`src/rtl/hazard_scoreboard_if.sv`:
```
// Hazard scoreboard bundle: ID/EX pipeline view in, stall/flush controls out.
// Optional macro HAZARD_STATS_EN adds the 32-bit stall_cycles statistic.
interface hazard_scoreboard_if #(
    parameter int REG_ADDR_W = 5
);
    logic                  id_valid;
    logic [REG_ADDR_W-1:0] id_rs1;
    logic [REG_ADDR_W-1:0] id_rs2;
    logic                  id_rs1_used;
    logic                  id_rs2_used;
    logic                  ex_valid;
    logic [REG_ADDR_W-1:0] ex_rd;
    logic                  ex_mem_read;
    logic                  ex_branch_taken;
    logic                  stall;
    logic                  flush_if_id;
    logic                  flush_id_ex;
    logic                  sb_busy;
`ifdef HAZARD_STATS_EN
    logic [31:0]           stall_cycles;
`endif

    // Pipeline side: presents decode/execute state, consumes controls.
    modport master (
        output id_valid, id_rs1, id_rs2, id_rs1_used, id_rs2_used,
        output ex_valid, ex_rd, ex_mem_read, ex_branch_taken,
        input  stall, flush_if_id, flush_id_ex, sb_busy
`ifdef HAZARD_STATS_EN
        , input stall_cycles
`endif
    );

    // Hazard unit side.
    modport slave (
        input  id_valid, id_rs1, id_rs2, id_rs1_used, id_rs2_used,
        input  ex_valid, ex_rd, ex_mem_read, ex_branch_taken,
        output stall, flush_if_id, flush_id_ex, sb_busy
`ifdef HAZARD_STATS_EN
        , output stall_cycles
`endif
    );
endinterface

```
`src/rtl/hazard_scoreboard.sv`:
```
// Load-use hazard and control-flush unit beside the ID stage of a 5-stage
// RISC-V pipeline. Loads leaving EX are tracked in a per-register countdown
// scoreboard so consumers wait out LOAD_LATENCY cycles of memory latency.
// Optional macro HAZARD_STATS_EN builds a 32-bit wrapping stall counter.
module hazard_scoreboard #(
    parameter int REG_ADDR_W   = 5,
    parameter int LOAD_LATENCY = 1
) (
    input  logic              clk,
    input  logic              rst,
    hazard_scoreboard_if.slave bus
);
    localparam int NUM_REGS = 2 ** REG_ADDR_W;
    localparam int CNT_W    = ($clog2(LOAD_LATENCY + 1) < 1) ? 1 : $clog2(LOAD_LATENCY + 1);

    logic ex_load_s;
    logic ex_hit_rs1_s;
    logic ex_hit_rs2_s;
    logic sb_hit_rs1_s;
    logic sb_hit_rs2_s;
    logic m_rs1_s;
    logic m_rs2_s;
    logic haz_s;
    logic sb_busy_s;
    logic stall_s;
    logic flush_if_id_s;
    logic flush_id_ex_s;
    logic sb_busy_out_s;

    assign ex_load_s    = bus.ex_valid & bus.ex_mem_read;
    assign ex_hit_rs1_s = ex_load_s & (bus.ex_rd == bus.id_rs1);
    assign ex_hit_rs2_s = ex_load_s & (bus.ex_rd == bus.id_rs2);

    generate
        if (LOAD_LATENCY > 1) begin : g_sb
            localparam logic [CNT_W-1:0] ISSUE_VAL = CNT_W'(LOAD_LATENCY - 1);

            // x0 has no entry: index range starts at 1.
            logic [CNT_W-1:0] cnt_r [1:NUM_REGS-1];
            logic             load_issue_s;

            // A load on the wrong path (branch resolving taken) never enters tracking.
            assign load_issue_s = ex_load_s & (bus.ex_rd != '0) & ~bus.ex_branch_taken;

            // Countdown per register; a fresh issue overrides the running decrement.
            always_ff @(posedge clk or posedge rst) begin
                if (rst) begin
                    for (int r = 1; r < NUM_REGS; r++) begin
                        cnt_r[r] <= '0;
                    end
                end else begin
                    for (int r = 1; r < NUM_REGS; r++) begin
                        if (load_issue_s && (bus.ex_rd == REG_ADDR_W'(r))) begin
                            cnt_r[r] <= ISSUE_VAL;
                        end else if (cnt_r[r] != '0) begin
                            cnt_r[r] <= cnt_r[r] - CNT_W'(1);
                        end else begin
                            cnt_r[r] <= cnt_r[r];
                        end
                    end
                end
            end

            // Look up both sources and summarise occupancy.
            always_comb begin
                sb_busy_s    = 1'b0;
                sb_hit_rs1_s = 1'b0;
                sb_hit_rs2_s = 1'b0;
                for (int r = 1; r < NUM_REGS; r++) begin
                    if (cnt_r[r] != '0) begin
                        sb_busy_s = 1'b1;
                        if (bus.id_rs1 == REG_ADDR_W'(r)) begin
                            sb_hit_rs1_s = 1'b1;
                        end else begin
                            sb_hit_rs1_s = sb_hit_rs1_s;
                        end
                        if (bus.id_rs2 == REG_ADDR_W'(r)) begin
                            sb_hit_rs2_s = 1'b1;
                        end else begin
                            sb_hit_rs2_s = sb_hit_rs2_s;
                        end
                    end else begin
                        sb_busy_s = sb_busy_s;
                    end
                end
            end
        end else begin : g_no_sb
            // Single-cycle latency: the EX comparison alone covers the hazard.
            assign sb_busy_s    = 1'b0;
            assign sb_hit_rs1_s = 1'b0;
            assign sb_hit_rs2_s = 1'b0;
        end
    endgenerate

    assign m_rs1_s = bus.id_rs1_used & (bus.id_rs1 != '0) & (ex_hit_rs1_s | sb_hit_rs1_s);
    assign m_rs2_s = bus.id_rs2_used & (bus.id_rs2 != '0) & (ex_hit_rs2_s | sb_hit_rs2_s);
    assign haz_s   = bus.id_valid & (m_rs1_s | m_rs2_s);

    // Control outputs: reset silences everything, a taken branch beats any stall.
    always_comb begin
        stall_s       = 1'b0;
        flush_if_id_s = 1'b0;
        flush_id_ex_s = 1'b0;
        sb_busy_out_s = 1'b0;
        if (rst) begin
            stall_s       = 1'b0;
            flush_if_id_s = 1'b0;
            flush_id_ex_s = 1'b0;
            sb_busy_out_s = 1'b0;
        end else if (bus.ex_branch_taken) begin
            stall_s       = 1'b0;
            flush_if_id_s = 1'b1;
            flush_id_ex_s = 1'b1;
            sb_busy_out_s = sb_busy_s;
        end else begin
            stall_s       = haz_s;
            flush_if_id_s = 1'b0;
            flush_id_ex_s = haz_s;
            sb_busy_out_s = sb_busy_s;
        end
    end

    assign bus.stall       = stall_s;
    assign bus.flush_if_id = flush_if_id_s;
    assign bus.flush_id_ex = flush_id_ex_s;
    assign bus.sb_busy     = sb_busy_out_s;

`ifdef HAZARD_STATS_EN
    logic [31:0] stall_cycles_r;

    // Count every stalled cycle; natural 32-bit wrap.
    always_ff @(posedge clk or posedge rst) begin
        if (rst) begin
            stall_cycles_r <= 32'd0;
        end else if (stall_s) begin
            stall_cycles_r <= stall_cycles_r + 32'd1;
        end else begin
            stall_cycles_r <= stall_cycles_r;
        end
    end

    assign bus.stall_cycles = stall_cycles_r;
`endif
endmodule

```
`src/flat_wrapper.sv`:
```
// flat-port wrapper written by rule: the top's interface ports become plain ports
module hazard_scoreboard_flat 
#(
    parameter int REG_ADDR_W   = 5,
    parameter int LOAD_LATENCY = 1
)
  (clk, rst, bus_id_valid, bus_id_rs1, bus_id_rs2, bus_id_rs1_used, bus_id_rs2_used, bus_ex_valid, bus_ex_rd, bus_ex_mem_read, bus_ex_branch_taken, bus_stall, bus_flush_if_id, bus_flush_id_ex, bus_sb_busy);
  hazard_scoreboard_if #(.REG_ADDR_W(REG_ADDR_W)) bus_i ();
  input  logic clk;
  input  logic rst;
  input wire logic [$bits(bus_i.id_valid)-1:0] bus_id_valid;
  input wire logic [$bits(bus_i.id_rs1)-1:0] bus_id_rs1;
  input wire logic [$bits(bus_i.id_rs2)-1:0] bus_id_rs2;
  input wire logic [$bits(bus_i.id_rs1_used)-1:0] bus_id_rs1_used;
  input wire logic [$bits(bus_i.id_rs2_used)-1:0] bus_id_rs2_used;
  input wire logic [$bits(bus_i.ex_valid)-1:0] bus_ex_valid;
  input wire logic [$bits(bus_i.ex_rd)-1:0] bus_ex_rd;
  input wire logic [$bits(bus_i.ex_mem_read)-1:0] bus_ex_mem_read;
  input wire logic [$bits(bus_i.ex_branch_taken)-1:0] bus_ex_branch_taken;
  output wire logic [$bits(bus_i.stall)-1:0] bus_stall;
  output wire logic [$bits(bus_i.flush_if_id)-1:0] bus_flush_if_id;
  output wire logic [$bits(bus_i.flush_id_ex)-1:0] bus_flush_id_ex;
  output wire logic [$bits(bus_i.sb_busy)-1:0] bus_sb_busy;
  assign bus_i.id_valid = bus_id_valid;
  assign bus_i.id_rs1 = bus_id_rs1;
  assign bus_i.id_rs2 = bus_id_rs2;
  assign bus_i.id_rs1_used = bus_id_rs1_used;
  assign bus_i.id_rs2_used = bus_id_rs2_used;
  assign bus_i.ex_valid = bus_ex_valid;
  assign bus_i.ex_rd = bus_ex_rd;
  assign bus_i.ex_mem_read = bus_ex_mem_read;
  assign bus_i.ex_branch_taken = bus_ex_branch_taken;
  assign bus_stall = bus_i.stall;
  assign bus_flush_if_id = bus_i.flush_if_id;
  assign bus_flush_id_ex = bus_i.flush_id_ex;
  assign bus_sb_busy = bus_i.sb_busy;
  hazard_scoreboard #(.REG_ADDR_W(REG_ADDR_W), .LOAD_LATENCY(LOAD_LATENCY)) u_core (.clk(clk), .rst(rst), .bus(bus_i));
endmodule
```
`config.mk`:
```
export PLATFORM = sky130hd
export DESIGN_NAME = hazard_scoreboard_flat
export DESIGN_NICKNAME = d
export VERILOG_FILES = /design/src/rtl/hazard_scoreboard_if.sv /design/src/rtl/hazard_scoreboard.sv /design/src/flat_wrapper.sv
export SDC_FILE = /design/constraint.sdc
export NUM_CORES = 1
export LEC_CHECK = 0
export ABC_AREA = 1
export BUFFER_PORTS_ARGS = -buffer_cell sky130_fd_sc_hd__buf_4
export CAP_MARGIN = 25
export CORE_AREA = 4 4 41 43
export DETAILED_ROUTE_END_ITERATION = 16
export DIE_AREA = 0 0 45 47
export PLACE_DENSITY = 0.6
export SLEW_MARGIN = 20
export SYNTH_ARGS = -nofsm -noshare
export SYNTH_HDL_FRONTEND = slang
export SYNTH_SLANG_ARGS = --single-unit
export TNS_END_PERCENT = 50
```
`constraint.sdc`:
```
create_clock -name vclk -period 0.8
set_input_delay 0.08 -clock vclk [all_inputs]
set_output_delay 0.08 -clock vclk [all_outputs]
set_load 0.03 [all_outputs]
```
==> flow_summary.json <==
{
  "rsz0062_at_grt": "true",
  "syn_area_per_cell_um2": 4.06,
  "setup_viol_count_final": 2,
  "clock_buffers": 0,
  "ant_nets": 0,
  "multi_input_area_um2": 233,
  "synth.distinct_cells": 11,
  "fin_nets": 120,
  "ys_seq_area_share_pct": 0,
  "synth.top_cells.by_count": "nand2_1 (29), inv_1 (19), nor2_1 (12)",
  "grt_pass1_vias": 351,
  "fillers": 145,
  "min_period_ns": 0.984,
  "dpl.hpwl_um": 745,
  "start_util_pct": 21.8,
  "holdCritPathClass": "input port to output pin",
  "fmax_mhz": 1020,
  "core-area_um2": 1300,
  "grt_overflow": 0,
  "cap_violations": 0,
  "ys_warn_count": 0,
  "violations": "negative setup slack",
  "utilization_pct": 41.7,
  "syn-instance-count": 70,
  "slew_violations": 0,
  "total_power_mw": 0.239,
  "syn2layout_area_growth_pct": 91.2,
  "gr-usage-all-layers_pct": 7.08,
  "p_leak_nw": 0.354,
  "yosys-top-cells-area": "nand2_1 (38%), inv_1 (25%), nor2_1 (16%)",
  "yosysMostFrequentCell": "nand2_1",
  "vias": 427,
  "hold_viol_final": 0,
  "rows": 13,
  "vdd_drop_max_uv": 163,
  "crit_type": "input port to output pin",
  "postLayoutCellArea_um2": 543,
  "firstDrtPassIters": 2,
  "fin_crit_sh_pct": 123,
  "synth_top_area_share_pct": 38.3,
  "grt_antenna_before_repair": 0,
  "dieArea_um2": 2120,
  "drt_iter0_drc": 6,
  "antenna_cells": 0,
  "setup_slack_ns": -0.184,
  "powerDensity_nw_per_um2": 440,
  "grt_max_degree": 5,
  "synthesis.area_um2": 284,
  "critPathCaptureType": "output pin",
  "status": "finished with violations",
  "startpoint_type": "input port",
  "detail_route.wl_per_cell_um": 7.43,
  "gp_congestion": 0.735,
  "seq_cell_count": 0,
  "die_w_um": 45,
  "die_y_um": 47,
  "ios": 27,
  "critPathMaxFanout": 3,
  "synth_area_leader_cell": "nand2_1",
  "vias_per_cell": 3.88,
  "post-cts-setup-buffers": 0,
  "syn_nets": 93,
  "drive_above_1_share_pct": 40.0,
  "crit_required_ns": 0.72,
  "placed_area_um2": 498,
  "grt_pass1_wl_mm": 1.21,
  "ff_latch_area_um2": 0,
  "wl_um": 817,
  "io_buffer_count": 25,
  "worstPathArrival_ns": 0.90,
  "drc_errors": 0
}
==> kinds of logic after synthesis <==
family	after synthesis	synth area share, %
other cells	1	1.32
xor+xnor	1	3.08
buf+inv	20	27.8
simple gates	47	66.1
compound gates	1	1.76
==> worst paths after layout <==
kind	start	endpoint	slack [ns]	cells after the start
setup / recovery	bus_ex_rd[1]	bus_stall	-0.18	8
hold / removal	bus_ex_branch_taken	bus_stall	0.42	3
==> stage by stage <==
step	setup TNS (ns)	std cells	hold slack [ns]	setup slack, ns
CTS	-0.362	110	0.411	-0.197
global route	-0.517	110	0.419	-0.266
floorplan	-0.0348	70	0.201	-0.0348
finish	-0.346	110	0.416	-0.184
global placement	-0.385	110	0.438	-0.197
detailed placement	-0.426	110	0.444	-0.220
==> cell usage in the layout, fill, tap and decap left out <==
master / netlist / routed
nand3_1: 3 / 3
buf_8: 0 / 1
nor2_4: 0 / 2
nand4_1: 1 / 1
o21ai_0: 1 / 1
xor2_1: 1 / 1
conb_1: 1 / 1
buf_6: 0 / 4
nand2_2: 1 / 4
nand2_1: 29 / 26
inv_4: 0 / 1
inv_2: 0 / 2
buf_4: 1 / 21
nor2_2: 1 / 3
inv_1: 19 / 16
nor2_1: 12 / 8
==> area by class of cell <==
| class | instances | area share, % |
|---|---|---|
| multi-input combinational | 50 | 42.9 |
| tap | 15 | 3.46 |
| inverter | 19 | 13.6 |
| timing repair buffer | 26 | 40.1 |
==> per-layer routing <==
metal  part of all wire (%)  wire [um]  track usage [%]  vias up
li1                       -          -                -      245
met1                     39        320             8.54      168
met2                     48        395             14.1       14
met3                     12        101            0.766        0
met4                      0          0                0        0
met5                      0          0                0        -
==> what timing repair did <==
| item | CTS | global route |
|---|---|---|
| resized for setup | 9 | 8 |
| hold buffers | 0 | 0 |
| endpoints found under the setup margin | 2 | 2 |
| pin swaps | 9 | 11 |
==> worst max-delay path, stage by stage <==
cell and delay [ns]:
buf_4 0.12, xor2_1 0.15, nor2_1 0.11, nand3_1 0.08, nand2_1 0.08, nand2_2 0.07
nor2_4 0.08, buf_6 0.13
==> power breakdown <==
part,internal (mW),switching [mW]
registers,0,0
logic,0.128,0.111
clock network,0,0
(Power assumes the default switching activity.)
